### config.mk
export PLATFORM = sky130hd
export DESIGN_NAME = cache_control_flat
export DESIGN_NICKNAME = d
export VERILOG_FILES = /design/src/rtl/cache_control_if.sv /design/src/rtl/cache_control.sv /design/src/flat_wrapper.sv
export SDC_FILE = /design/constraint.sdc
export NUM_CORES = 1
export LEC_CHECK = 0
export BUFFER_PORTS_ARGS = -buffer_cell sky130_fd_sc_hd__clkbuf_2
export CAP_MARGIN = 5
export CORE_UTILIZATION = 45
export DETAILED_ROUTE_END_ITERATION = 16
export GPL_TIMING_DRIVEN = 0
export PLACE_DENSITY = 0.75
export SLEW_MARGIN = 20
export SYNTH_ARGS = -nofsm -noshare
export SYNTH_HDL_FRONTEND = slang
export SYNTH_SLANG_ARGS = --single-unit
### constraint.sdc
create_clock -name clk -period 2.75 [get_ports clk]
set_input_delay 0.275 -clock clk [delete_from_list [all_inputs] [get_ports clk]]
set_output_delay 0.275 -clock clk [all_outputs]
set_load 0.005 [all_outputs]
### src/rtl/cache_control_if.sv
// CPU-side request bus of the L1 cache controller.
// Ports: mem_read/mem_write/mem_address from the CPU, mem_resp back to it.
interface cache_control_if;
    logic        mem_read;
    logic        mem_write;
    logic [31:0] mem_address;
    logic        mem_resp;

    modport master (
        output mem_read,
        output mem_write,
        output mem_address,
        input  mem_resp
    );

    modport slave (
        input  mem_read,
        input  mem_write,
        input  mem_address,
        output mem_resp
    );
endinterface

### src/rtl/cache_control.sv
// Control FSM for a direct-mapped write-back L1 cache: serves hits,
// writes back dirty victims, allocates lines from pmem, counts hits/misses.
// Ports: clk, rst_n (sync, active-low); bus (CPU request/resp);
//   tag_out/valid_out/dirty_out from the arrays; arr_rindex/arr_windex and
//   tag/valid/dirty/data load strobes to the arrays; pmem_read/pmem_write/
//   pmem_address/pmem_resp line port; hit_count/miss_count saturating.
module cache_control #(
    parameter int s_offset = 5,
    parameter int s_index  = 3,
    localparam int s_tag   = 32 - s_offset - s_index
) (
    input  logic               clk,
    input  logic               rst_n,
    cache_control_if.slave     bus,
    input  logic [s_tag-1:0]   tag_out,
    input  logic               valid_out,
    input  logic               dirty_out,
    output logic [s_index-1:0] arr_rindex,
    output logic [s_index-1:0] arr_windex,
    output logic               tag_load,
    output logic               valid_load,
    output logic               dirty_load,
    output logic               dirty_in,
    output logic               data_load,
    output logic               data_sel,
    output logic               pmem_read,
    output logic               pmem_write,
    output logic [31:0]        pmem_address,
    input  logic               pmem_resp,
    output logic [15:0]        hit_count,
    output logic [15:0]        miss_count
);

    typedef enum logic [1:0] {
        IDLE  = 2'd0,
        WB    = 2'd1,
        ALLOC = 2'd2
    } state_t;

    state_t               state;
    logic [31:s_offset]   req_line;
    logic [s_index-1:0]   idx;
    logic [s_tag-1:0]     cpu_tag;
    logic [s_tag-1:0]     req_tag;
    logic                 req;
    logic                 hit;
    logic                 hit_now;
    logic                 miss_now;
    logic                 unused_offset;

    // Byte-offset bits only matter to the data-array merge, not to control.
    assign unused_offset = ^bus.mem_address[s_offset-1:0];

    assign cpu_tag = bus.mem_address[31 -: s_tag];
    assign req_tag = req_line[31 -: s_tag];
    assign req     = bus.mem_read | bus.mem_write;
    assign hit     = valid_out && (tag_out == cpu_tag);

    // During a miss the latched line address owns the arrays, so a CPU
    // that changes mem_address mid-miss cannot redirect the refill.
    assign idx = (state == IDLE) ? bus.mem_address[s_offset +: s_index]
                                 : req_line[s_offset +: s_index];

    assign hit_now  = rst_n && (state == IDLE) && req && hit;
    assign miss_now = rst_n && (state == IDLE) && req && !hit;

    always_ff @(posedge clk) begin
        if (!rst_n) begin
            state      <= IDLE;
            req_line   <= '0;
            hit_count  <= '0;
            miss_count <= '0;
        end else begin
            if (hit_now && hit_count != 16'hFFFF)
                hit_count <= hit_count + 16'd1;
            unique case (state)
                IDLE: begin
                    if (miss_now) begin
                        if (miss_count != 16'hFFFF)
                            miss_count <= miss_count + 16'd1;
                        req_line <= bus.mem_address[31:s_offset];
                        state    <= (valid_out && dirty_out) ? WB : ALLOC;
                    end
                end
                WB: begin
                    if (pmem_resp)
                        state <= ALLOC;
                end
                ALLOC: begin
                    if (pmem_resp)
                        state <= IDLE;
                end
                default: state <= IDLE;
            endcase
        end
    end

    // Everything is held low while rst_n is asserted, so an aborted
    // miss drops its pmem request in the reset cycle itself.
    always_comb begin
        bus.mem_resp = 1'b0;
        arr_rindex   = '0;
        arr_windex   = '0;
        tag_load     = 1'b0;
        valid_load   = 1'b0;
        dirty_load   = 1'b0;
        dirty_in     = 1'b0;
        data_load    = 1'b0;
        data_sel     = 1'b0;
        pmem_read    = 1'b0;
        pmem_write   = 1'b0;
        pmem_address = '0;
        if (rst_n) begin
            arr_rindex = idx;
            arr_windex = idx;
            unique case (state)
                IDLE: begin
                    if (hit_now) begin
                        bus.mem_resp = 1'b1;
                        // mem_write wins when both request lines are high
                        if (bus.mem_write) begin
                            data_load  = 1'b1;
                            dirty_load = 1'b1;
                            dirty_in   = 1'b1;
                        end
                    end
                end
                WB: begin
                    pmem_write   = 1'b1;
                    pmem_address = {tag_out, idx, {s_offset{1'b0}}};
                end
                ALLOC: begin
                    pmem_read    = 1'b1;
                    pmem_address = {req_tag, idx, {s_offset{1'b0}}};
                    if (pmem_resp) begin
                        data_load  = 1'b1;
                        data_sel   = 1'b1;
                        tag_load   = 1'b1;
                        valid_load = 1'b1;
                        dirty_load = 1'b1;
                    end
                end
                default: ;
            endcase
        end
    end

endmodule
### src/flat_wrapper.sv
// flat-port wrapper written by rule: the top's interface ports become plain ports
module cache_control_flat 
#(
    parameter int s_offset = 5,
    parameter int s_index  = 3,
    localparam int s_tag   = 32 - s_offset - s_index
)
  (clk, rst_n, tag_out, valid_out, dirty_out, arr_rindex, arr_windex, tag_load, valid_load, dirty_load, dirty_in, data_load, data_sel, pmem_read, pmem_write, pmem_address, pmem_resp, hit_count, miss_count, bus_mem_read, bus_mem_write, bus_mem_address, bus_mem_resp);
  cache_control_if bus_i ();
  input  logic clk;
  input  logic rst_n;
  input  logic [s_tag-1:0] tag_out;
  input  logic valid_out;
  input  logic dirty_out;
  output logic [s_index-1:0] arr_rindex;
  output logic [s_index-1:0] arr_windex;
  output logic tag_load;
  output logic valid_load;
  output logic dirty_load;
  output logic dirty_in;
  output logic data_load;
  output logic data_sel;
  output logic pmem_read;
  output logic pmem_write;
  output logic [31:0] pmem_address;
  input  logic pmem_resp;
  output logic [15:0] hit_count;
  output logic [15:0] miss_count;
  input wire logic [$bits(bus_i.mem_read)-1:0] bus_mem_read;
  input wire logic [$bits(bus_i.mem_write)-1:0] bus_mem_write;
  input wire logic [$bits(bus_i.mem_address)-1:0] bus_mem_address;
  output wire logic [$bits(bus_i.mem_resp)-1:0] bus_mem_resp;
  assign bus_i.mem_read = bus_mem_read;
  assign bus_i.mem_write = bus_mem_write;
  assign bus_i.mem_address = bus_mem_address;
  assign bus_mem_resp = bus_i.mem_resp;
  cache_control #(.s_offset(s_offset), .s_index(s_index)) u_core (.clk(clk), .rst_n(rst_n), .bus(bus_i), .tag_out(tag_out), .valid_out(valid_out), .dirty_out(dirty_out), .arr_rindex(arr_rindex), .arr_windex(arr_windex), .tag_load(tag_load), .valid_load(valid_load), .dirty_load(dirty_load), .dirty_in(dirty_in), .data_load(data_load), .data_sel(data_sel), .pmem_read(pmem_read), .pmem_write(pmem_write), .pmem_address(pmem_address), .pmem_resp(pmem_resp), .hit_count(hit_count), .miss_count(miss_count));
endmodule
After elaboration in Yosys (flattened, before gate mapping) --
Index checks and enable logic that the tools add are counted.
Word-level totals: output and inout port bits 79, input bits 63, register bits after elaboration 61, word-level logic and storage cells 52
Cells by class: bitwise logic cells 1, muxes and demuxes 25, $add $sub $neg 2, reduce and logical (&&, ||, !) cells 12, eq/ne operators 8
Operator list (number):
- one-hot mux 32 bit (2 select lines) | 1
- adder 16 x 1 -> 16 bit, second input constant | 2
- two-way mux 32 bit | 1
- inequality test 16 bit, second input constant | 2
- == test 24 bit | 1
- two-way mux 1 bit | 15
- two-way mux 2 bit | 4
- logical AND 1 bit | 7
- two-way mux 3 bit | 2
- one-hot mux 2 bit (3 select lines) | 1
- AND reduction 3 bit | 2
- inequality test 2 bit, second input constant | 2
- == test 2 x 1 -> 1 bit, second input constant | 1
- == test 2 bit, second input constant | 1
- logical NOT 2 bit | 1
- inequality test 2 x 1 -> 1 bit, second input constant | 1
- one-hot mux 1 bit (2 select lines) | 1
- AND reduction 2 bit | 1
- logical NOT 1 bit | 1
- OR 1 bit | 1

Logic depth before layout (Yosys ltp) --
word-level depth 7, mapped depth 10, depth with buffers taken out 7

Worst setup path after synthesis --
No wires, ideal clock.
path kind register -> register, start reg u_core.state[0], end reg u_core.hit_count[10], stages on the path, launching flop included 11, data required time 2.618 ns, arrival time 1.901 ns, period minus slack after synthesis 2.033 ns, buffers on the path 3, path slack 0.717 ns, path through dfxtp_1 > inv_1 > ha_1 > buf_2 > o211ai_1 > a31oi_1 > nand3_4 > buf_6 > clkbuf_1 > o31ai_1 > a21oi_1
On the way: word-level cells in the longest chain between the ends 5
RTL lines:
- start, declared | RTL line cache_control.sv:40 | state_t state;
- start signal, assigned | RTL line cache_control.sv:82 | state <= (valid_out && dirty_out) ? WB : ALLOC;
- logical NOT 2 bit | RTL line cache_control.sv:64 | assign hit_now = rst_n && (state == IDLE) && req && hit;
- logical AND 1 bit (3 in a row) | RTL line cache_control.sv:64
- logical AND 1 bit | RTL line cache_control.sv:74 | if (hit_now && hit_count != 16'hFFFF)
- end signal, assigned | RTL line cache_control.sv:75 | hit_count <= hit_count + 16'd1;
- end, declared | RTL line cache_control.sv:30 | output logic [15:0] hit_count,
No other way between the ends. A chain may end at the register's enable or synchronous reset.

Worst setup path after layout --
start reg u_core.state[0], end reg u_core.hit_count[7]
Same word-level chain as after synthesis.

==> flow_summary.yaml <==
cts:
  h-tree-depth: 3
  cts_num_sinks: 61
  numCtsBuffers: 9
  cts_setup_buffers: 0
  clockBufferDepth: 2
  cts-root-buf: "clkbuf_8"
  path_clk_slew_ns: 0.07
  cts_resized: 0
  hold_buffers: 0
  worstSkewPairLatency_ns: 0.33
  cts_tree: "done"
place:
  hpwl_um: 7720
  port_buffers: 130
  place_congestion: 0.900
floorplan:
  die_x_um: 90.4
  core_mm2: 0.00741
  rows: 31
  die_h_um: 90.4
  start_util_pct: 47.5
  die-area_mm2: 0.00817
  pin_count: 142
global_route:
  grt_remaining_overflow: 0
  grt_pass1_wl_um: 16900
  first_global_vias: 3569
  antenna_found_initial: 0
  grt_max_degree: 11
  track_usage_pct: 25.5
layout:
  fillers: 653
  diodes: 0
  area.growth.synth_to_final_pct: 28.9
  drive_gt1_share_pct: 29.2
  final_nets: 665
worst_setup_path:
  endpoint_kind: "flop"
  cp_data_arrival_time_ns: 2.73
  regToRegSetupSlack_ns: 0.21
  critPathKind: "flop to flop"
  cp_max_fo: 10
  reg2reg_depth: 10
  required_ns: 2.94
  cp-start-kind: "flop"
  reg2reg_from: "u_core.state[0]"
  r2r_end: "u_core.hit_count[7]"
timing:
  slew_viol_final: 0
  maxSlewHeadroom_pct: 52.9
  rsz0062_at_grt: "no"
  final.min_clock_period_ns: 2.54
  worst_pin_slew_ns: 0.699
  fmax_mhz: 394
  finalSetupTns_ns: 0
  setup_viol: 0
  hold_viol: 0
  finClkSkew_ns: 0.00446
  min_period_over_period_pct: 92.4
logic_synthesis:
  ys_seq_area_share_pct: 34.7
  syn_area_mm2: 0.00352
  synth-seq-cells: 61
  synth_xor_area_share_pct: 5.48
  synth-compound-area-share_pct: 18.3
  synth_commonest_cells: "nand2_1, dfxtp_1, a21oi_1"
  synthMuxAreaShare_pct: 4.27
  synth_cell_types: 48
  synth_area_leaders: "dfxtp_1, nand2_1, a21oi_1"
  synth_top_area_share_pct: 34.7
  synth_fa_ha_area_share_pct: 1.78
  yosysMostFrequentCell: "nand2_1"
  yosysTopAreaCell: "dfxtp_1"
  synth_ff_type: "dfxtp_1"
  avgSynthCellArea_um2: 7.78
  async_reset_ff_share_pct: 0
  synth-simple-area-share_pct: 28.2
  synth_top_family_by_area: "simple AND/OR/NAND/NOR gates"
  synthCells: 452
  synth-edff-count: 0
  yosysWarningCount: 0
route:
  drt_pre_antenna_iters: 5
  vias: 3875
  drc: 0
  wl_um: 10400
  viasPerCell: 5.53
  drtIter0Drc: 218
  final_antenna_net_count: 0
  routedWlPerCell_um: 14.9
worst_hold_path:
  hold_depth: 3
  worstHoldEndpoint: "u_core.req_line[7]"
  hold_path_class: "input pin to flop"
  hp-start: "bus_mem_address[7]"
power:
  leakagePower_nw: 1.92
  pwr_density_cell_mw_per_mm2: 602
  power.total_mw: 2.73
  ir_worst_vdd_mv: 0.300
status:
  status: "complete, no violations"
job:
  cap_viol_max_count: 0
[routing by layer]
metal,routed length (um),up-vias,global-route usage [%]
met5,0,-,0
met4,233,0,10.6
met3,697,21,3.96
met2,4960,163,40.1
met1,4540,1815,34.7
li1,-,1876,-
[report_power, final]
group | internal (mW) | switching (mW) | total (mW)
logic | 0.299 | 0.510 | 0.810
registers | 0.959 | 0.0484 | 1.01
clock network | 0.558 | 0.355 | 0.913
[state kept, by name, summed over array words and instances, names as in the netlist]
signal,cells
u_core.hit_count,16
u_core.miss_count,16
u_core.state,2
u_core.req_line,27
[area by class of cell]
cell class,count,area [um2],area share [%]
Multi-Input combinational cell,346,2060,45.5
Clock buffer,12,155,3.42
Timing Repair Buffer,130,651,14.4
Buffer,39,213,4.69
Sequential cell,61,1220,26.9
Clock inverter,4,70.1,1.55
Inverter,10,37.5,0.828
Tap cell,99,124,2.73
[worst max-delay path, stage by stage (launching register included)]
cell and delay (ns):
dfxtp_1 0.31, inv_1 0.09, ha_1 0.15, buf_2 0.22, o211ai_1 0.30, a31oi_1 0.38
nand3_4 0.16, buf_6 0.18, clkbuf_1 0.20, o21ai_0 0.29, a21oi_1 0.11
[cells in the final DEF, fill, tap and decap left out, drive strengths merged, types with 4 or more instances in the layout]
master    n
and3      6
and4      4
nor2     32
a22oi    24
clkbuf  160
nand3    19
dfxtp    61
conb      5
mux2i    15
inv       9
o31ai     9
xor2     13
nor4      8
nand2    80
ha        5
a21oi    45
or4       8
xnor2     9
or3       6
nand4    11
o21ai    12
and2      4
buf      21
nand2b    9
nor3      7
[worst max path at each step]
stage / endpoint / slack [ns] / from
after floorplan: u_core.hit_count[10] / 0.72 / u_core.state[0]
after global placement: u_core.hit_count[10] / 0.37 / u_core.state[0]
after detailed placement: u_core.hit_count[7] / 0.29 / u_core.state[0]
after CTS: u_core.hit_count[7] / 0.26 / u_core.state[0]
after global routing: u_core.hit_count[7] / 0.04 / u_core.state[0]
final: u_core.hit_count[7] / 0.21 / u_core.state[0]
[logic make-up after synthesis]
group / count (synthesis)
XOR/XNOR: 22
buffers and inverters: 49
AND/OR/NAND/NOR: 198
adder cells (fa/ha/maj): 5
multiplexers: 15
other: 1
AO/OA/AOI/OAI: 101
flip-flops: 61
[per-stage QoR]
step	util (%)	cells	setup slack (ns)	instance area [um2]	hold WS, ns
floorplan	-	456	0.717	3530	0.411
global route	61.2	701	0.0431	4530	0.168
global placement	58.1	685	0.374	4310	0.441
finish	61.2	701	0.210	4530	0.174
CTS	61.2	701	0.263	4530	0.167
detailed placement	58.1	685	0.285	4310	0.447
No activity file was read; power rests on OpenSTA's default activity.
